File: src/rtl/smc777_pkg.sv
// smc777_pkg: shared dpram geometry, ioctl constants and upload FSM states
package smc777_pkg;

    localparam int         RAM_ADDR_W   = 14;
    localparam logic [7:0] UPLOAD_INDEX = 8'h01;
    localparam logic [7:0] FILL_BYTE    = 8'hFF;

    typedef enum logic [2:0] {IDLE, ARMED, FETCH, WAIT_Q, PRESENT} state_t;

endpackage

File: src/rtl/smc777_ram_upload.sv
// smc777_ram_upload: serves HPS upload reads from dpram port B with a wait
// handshake, keeping a per-session byte count and mod-256 checksum
module smc777_ram_upload
    import smc777_pkg::*;
#(
    parameter int         ADDR_W       = RAM_ADDR_W,
    parameter int         RAM_LATENCY  = 1,
    parameter logic [7:0] UPLOAD_INDEX = smc777_pkg::UPLOAD_INDEX,
    parameter logic [7:0] FILL_BYTE    = smc777_pkg::FILL_BYTE
) (
    input  logic              clk,
    input  logic              reset_n,
    input  logic              ioctl_upload,
    input  logic [7:0]        ioctl_index,
    input  logic              ioctl_rd,
    input  logic [24:0]       ioctl_addr,
    output logic [7:0]        ioctl_din,
    output logic              ioctl_wait,
    output logic [ADDR_W-1:0] ram_addr,
    output logic              ram_rd,
    input  logic [7:0]        ram_q,
    output logic [15:0]       byte_count,
    output logic [7:0]        checksum,
    output logic              overrun,
    output logic              done
);

    state_t     state, state_n;
    logic [1:0] cnt;
    logic       oow;
    logic       active, in_win, accept;
    logic [7:0] serve_byte;

    assign active     = ioctl_upload && (ioctl_index == UPLOAD_INDEX);
    assign in_win     = (ioctl_addr >> ADDR_W) == 25'd0;
    assign accept     = (state == ARMED) && active && ioctl_rd;
    assign serve_byte = oow ? FILL_BYTE : ram_q;

    // PRESENT is entered in the cycle ram_q is valid, so the counter holds
    // the number of extra WAIT_Q cycles beyond the first read cycle
    always_comb begin
        state_n    = state;
        ram_rd     = state == FETCH;
        ioctl_wait = state == FETCH || state == WAIT_Q || state == PRESENT;
        case (state)
            IDLE:    state_n = active ? ARMED : IDLE;
            ARMED:   state_n = ioctl_rd ? (in_win ? FETCH : PRESENT) : ARMED;
            FETCH:   state_n = (RAM_LATENCY <= 1) ? PRESENT : WAIT_Q;
            WAIT_Q:  state_n = (cnt <= 2'd1) ? PRESENT : WAIT_Q;
            PRESENT: state_n = ARMED;
            default: state_n = IDLE;
        endcase
        if (state != IDLE && !active)
            state_n = IDLE;
    end

    always_ff @(posedge clk or negedge reset_n) begin
        if (!reset_n) begin
            state      <= IDLE;
            cnt        <= '0;
            oow        <= 1'b0;
            ram_addr   <= '0;
            ioctl_din  <= '0;
            byte_count <= '0;
            checksum   <= '0;
            overrun    <= 1'b0;
            done       <= 1'b0;
        end else begin
            state <= state_n;
            done  <= (state != IDLE) && !active;
            if (state == IDLE && active) begin
                byte_count <= '0;
                checksum   <= '0;
                overrun    <= 1'b0;
            end
            if (active && ioctl_rd && ioctl_wait)
                overrun <= 1'b1;
            if (accept) begin
                oow <= !in_win;
                if (in_win)
                    ram_addr <= ioctl_addr[ADDR_W-1:0];
            end
            if (state == FETCH)
                cnt <= 2'(RAM_LATENCY - 1);
            if (state == WAIT_Q)
                cnt <= cnt - 2'd1;
            if (state == PRESENT && active) begin
                ioctl_din  <= serve_byte;
                byte_count <= byte_count + 16'd1;
                checksum   <= checksum + serve_byte;
            end
        end
    end

endmodule

File: config.mk
export PLATFORM = sky130hd
export DESIGN_NAME = smc777_ram_upload
export DESIGN_NICKNAME = d
export VERILOG_FILES = /design/src/rtl/smc777_pkg.sv /design/src/rtl/smc777_ram_upload.sv
export SDC_FILE = /design/constraint.sdc
export NUM_CORES = 1
export LEC_CHECK = 0
export ABC_AREA = 1
export CORE_MARGIN = 2
export CORE_UTILIZATION = 50
export DETAILED_ROUTE_END_ITERATION = 12
export HOLD_SLACK_MARGIN = 0.02
export PLACE_DENSITY = 0.86
export RECOVER_POWER = 50
export SLEW_MARGIN = 20
export SYNTH_ARGS = -nofsm -noshare
export SYNTH_HDL_FRONTEND = slang
export SYNTH_SLANG_ARGS = --single-unit
File: constraint.sdc
create_clock -name clk -period 5.2 [get_ports clk]
set_clock_uncertainty 0.15 [all_clocks]
set_input_delay 1.56 -clock clk [delete_from_list [all_inputs] [get_ports clk]]
set_output_delay 1.56 -clock clk [all_outputs]
set_load 0.05 [all_outputs]
[Word-level counts from Yosys, hierarchy flattened]
Index checks and enable logic that the tools add are counted.
Operators by class
  add/sub/neg operators: 3
  magnitude comparators: 1
  equality and inequality tests: 5
  muxes and demuxes: 15
  reductions and logical operators: 19
Operator list (number)
  16-bit two-way mux: 2
  25-bit logical NOT: 1
  8-bit two-way mux: 3
  16-bit by 1-bit adder with 16-bit output (second input constant): 1
  3-bit one-hot mux with 5 select lines: 1
  3-bit two-way mux: 4
  8-bit adder: 1
  8-bit by 1-bit equality test with 1-bit output (second input constant): 1
  1-bit logical AND: 8
  3-bit by 2-bit equality test with 1-bit output (second input constant): 2
  2-bit nonzero test: 3
  2-bit two-way mux: 2
  3-bit by 1-bit equality test with 1-bit output (second input constant): 1
  3-bit equality test (second input constant): 1
  3-bit logical NOT: 1
  1-bit two-way mux: 3
  3-bit nonzero test: 1
  2-bit by 1-bit less-or-equal comparator with 1-bit output (second input constant): 1
  1-bit logical NOT: 2
  1-bit logical OR: 2
  2-bit AND reduction: 1
  2-bit by 1-bit subtractor with 2-bit output (second input constant): 1
Word-level totals
  flip-flop bits (word level): 54
  input bits: 45
  word-level logic and storage cells: 52

[Depth between registers and ports, before layout]
  word-level depth: 5
  depth in mapped cells: 12
  mapped depth without buffers: 11

[Worst setup path before layout]
Ideal clock, no wire load.
  path type: reg2out
  start point: reg state[2]
  end point: out ram_rd
  arrival: 1.327 ns
  setup slack: 2.163 ns
  cell stages (with the launch flop): 4
  buffers on the path: 0
  cell sequence: dfrtp_1 -> nor2_1 -> inv_1 -> nor2_1
Between the ends
  cells in the longest elaborated chain, start to end: 1
RTL lines
  from (decl): RTL line smc777_ram_upload.sv:28  | state_t state, state_n;
  from (signal assigned): RTL line smc777_ram_upload.sv:69  | state <= state_n;
  3-bit by 2-bit equality test with 1-bit output: RTL line smc777_ram_upload.sv:43  | ram_rd = state == FETCH;
  to (decl): RTL line smc777_ram_upload.sv:20  | output logic ram_rd,
Every way passes these cells.

[Final worst setup path]
  start point: in ioctl_index[4]
  end point: reg ram_addr[7]
Between the ends
  cells in the longest elaborated chain, start to end: 5
RTL lines
  from (decl): RTL line smc777_ram_upload.sv:14  | input logic [7:0] ioctl_index,
  8-bit by 1-bit equality test with 1-bit output: RTL line smc777_ram_upload.sv:34  | assign active = ioctl_upload && (ioctl_index == UPLOAD_INDEX);
  1-bit logical AND: RTL line smc777_ram_upload.sv:34
  1-bit logical AND (2 in series): RTL line smc777_ram_upload.sv:36  | assign accept = (state == ARMED) && active && ioctl_rd;
  2-bit AND reduction (no line)
  to (signal assigned): RTL line smc777_ram_upload.sv:81  | ram_addr <= ioctl_addr[ADDR_W-1:0];
  to (decl): RTL line smc777_ram_upload.sv:19  | output logic [ADDR_W-1:0] ram_addr,
Every way passes these cells.
A chain may end at the register's enable or synchronous reset.

==> results.yml <==
place:
  gp_congestion: 0.907
  portBuffers: 94
  placed_cells_incl_taps: 553
  dp_hpwl_um: 5230
logic_synthesis:
  synth-simple-area-share_pct: 32.4
  synth.net_count: 446
  synth_area_leaders: "dfrtp_1, nand2_1, inv_1"
  syn_inst: 391
  syn_area_um2: 2970
  synth_top_area_cell: "dfrtp_1"
  yosysUniqueCellTypes: 32
  synth_top_area_share_pct: 45.5
  muxShareOfSynthArea_pct: 0
  synth-seq-area-share_pct: 45.5
  synth_top_family_by_area: "simple AND/OR/NAND/NOR gates"
  synthAdderAreaFrac_pct: 4.47
  ys_ff_latch: 54
  synth_warnings: 0
  syn_avg_cell_area_um2: 7.59
  synth_compound_area_share_pct: 7.08
  synth-xor-area-share_pct: 2.36
detailed_routing:
  avgViaCountPerCell: 5.00
  finalWirelength_um: 7000
  num_vias: 2805
  drc_errors: 0
  wl_per_cell_um: 12.5
  first_pass_iters: 4
  final_antenna_net_count: 0
  drt_iter0_markers: 188
layout:
  final_nets: 540
  fill_cells: 496
  final_layout_size_suffix_gt1_share_pct: 4.73
  area_delta_synth_final_pct: 35.9
  fin_util_pct: 69.3
  n_antenna_cell: 0
  fin_cells: 561
setup_path:
  critPathCaptureType: "register"
  crit_path_cell_trace: "dlygate4sd3_1 -> nor2_1 -> nand2_1 -> nor2_1 -> nand2_1 -> nor2_1 -> inv_4 -> nand2_1 -> nand2_1"
  crit_type: "in -> reg"
  crit_family: "simple AND/OR/NAND/NOR gates"
  reg2regPathDepth: 8
  critical_path_peak_fanout: 16
  r2r_setup_slack_ps: 2880
  cp-start-kind: "primary input"
  rr_endpoint: "ram_addr[7]$_DFFE_PN0P_"
  cp.depth: 9
  cpPeakStageDelay_ps: 890
  arrival_ps: 3830
  cp.required_ps: 5250
  slowest_stage: "nor2_1"
  r2r_start: "state[1]$_DFF_PN0_"
  cp_num_buf_inv: 2
  cp_common_cell: "nand2_1"
clock_tree:
  cts_root_buffer: "clkbuf_8"
  clkTransAtPathRegs_ps: 100
  cts_tree: "yes"
  clock-sinks: 54
  cts_buffers: 5
  ctsResizeCount: 0
  holdBufCountCts: 0
  cts_buffer_depth: 2
  post_cts_buffers: 0
  insertion_delay_ps: 310
  cts_htree_levels: 2
status:
  outcome: "finished, final reports clean"
die:
  row_count: 28
  fp.dieArea_um2: 6570
  fp.coreArea_um2: 5820
  initial_utilization_pct: 51.0
  die_h_um: 81.0
  io_pins: 95
  die_w_um: 81.0
sta:
  min_period_ps: 3780
  fin_tns_setup_ps: 0
  fmax_ghz: 0.264
  slew_headroom_pct: 26.0
  slew_viol_final: 0
  hold_viol_final: 0
  min_period_over_period_pct: 72.7
  tightestPinTransition_ps: 1110
  setup_viol: 0
  rsz0062_at_grt: "no"
global_routing:
  grt_first_pass_wirelength_um: 12000
  grt_pass1_vias: 2818
  grt_util_all_layers_pct: 23.2
  grt_overflow: 0
  antenna_found_initial: 0
  grt_max_degree: 55
hold_path:
  min-delay-start: "ram_addr[4]$_DFFE_PN0P_"
  hold_class: "reg -> reg"
  hold_path_depth: 2
  min_to: "ram_addr[4]$_DFFE_PN0P_"
power:
  p_leak_nw: 1.97
  powerDensity_nw_per_um2: 205
  ir_drop_uv: 143
  power_mw: 0.826
run:
  cap_violations: 0
==> worst min-delay path, delay by kind of cell, from the launching register on <==
kind             cells  cell delay, ps
flip-flops           1             360
AND/OR/NAND/NOR      2             100
==> state kept, by name (all words and copies together) (netlist names) <==
| signal | count |
|---|---|
| byte_count | 16 |
| ram_addr | 14 |
| checksum | 8 |
| ioctl_din | 8 |
| state | 3 |
| cnt | 2 |
| done | 1 |
| oow | 1 |
| overrun | 1 |
==> power by group <==
part           internal (mW)  switching [mW]  leakage (nW)  total (mW)
combinational         0.0506          0.0585          1.19       0.109
clock                  0.143           0.141        0.0504       0.284
sequential             0.425         0.00695         0.731       0.432
==> cells in the final DEF (no fill, tap or decap), types with 2 or more instances in the layout <==
master	Yosys	final
a21oi_1	6	6
clkbuf_8	0	5
clkdlybuf4s50_1	0	92
clkinvlp_4	0	2
dfrtp_1	54	54
ha_1	9	9
inv_1	43	44
inv_2	4	3
nand2_1	143	144
nand3_1	25	26
nand4_1	3	3
nor2_1	37	39
nor2_2	4	3
nor2_4	2	2
nor3_1	2	2
o21ai_0	22	24
o21ai_1	4	2
o21bai_1	2	2
o22ai_1	3	3
xnor2_1	3	3
xor2_1	5	5
==> metal layers <==
layer / share of wire, % / GRT usage, % / up-vias
met5: 0 / 0 / -
met4: 2.1 / 7.97 / 0
met3: 4.9 / 4.22 / 15
met2: 51 / 40.8 / 84
met1: 43 / 28.7 / 1295
li1: - / - / 1411
==> worst max-delay path by stage <==
stage                       start                        end
4_1_cts        state[0]$_DFF_PN0_                 ioctl_wait
2_1_floorplan  state[2]$_DFF_PN0_                     ram_rd
6_report           ioctl_index[4]    ram_addr[7]$_DFFE_PN0P_
5_1_grt            ioctl_index[4]    ram_addr[7]$_DFFE_PN0P_
3_3_place_gp       ioctl_index[3]    checksum[4]$_DFFE_PN0P_
3_5_place_dp       ioctl_index[5]  byte_count[8]$_DFFE_PN0P_
==> Yosys cell counts <==
cell type  instances
inv_2              4
buf_4              1
fa_1               1
clkbuf_1           1
ha_1               9
o21ai_0           22
buf_6              3
o22ai_1            3
o211ai_1           1
xor2_1             5
nor3_1             2
nand2_2            2
nand3_1           25
nand4_1            3
nor2_8             1
inv_1             43
buf_2              3
o21bai_1           2
and2_1             1
nand3_2            2
a21oi_1            6
nor2_2             4
nand3_4            1
nand3b_1           1
inv_4              1
nand2_1          143
a21oi_2            1
o21ai_1            4
nor2_4             2
dfrtp_1           54
xnor2_1            3
nor2_1            37
==> logic make-up (layout without fill, tap and decap cells) <==
group,after synthesis,in the layout
AND/OR/NAND/NOR,224,224
adder cells (fa/ha/maj),10,10
flip-flops,54,54
AO/OA/AOI/OAI,39,39
buffers and inverters,56,151
XOR/XNOR,8,8
==> cell type report <==
type	instances	area [um2]	share of cell area, %
Tap cell	75	93.8	2.33
Timing Repair Buffer	95	943	23.4
Clock buffer	5	68.8	1.71
Clock inverter	3	45.0	1.12
Inverter	48	183	4.53
Multi-Input combinational cell	281	1350	33.4
Sequential cell	54	1350	33.5
==> per-stage QoR <==
stage	hold slack [ps]	area [um2]	setup WS, ps
2_1_floorplan	314	2970	2160
3_3_place_gp	306	3950	1750
3_5_place_dp	309	3950	1720
4_1_cts	333	4060	1440
5_1_grt	353	4030	1160
6_report	329	4030	1420
(Power assumes the default switching activity.)
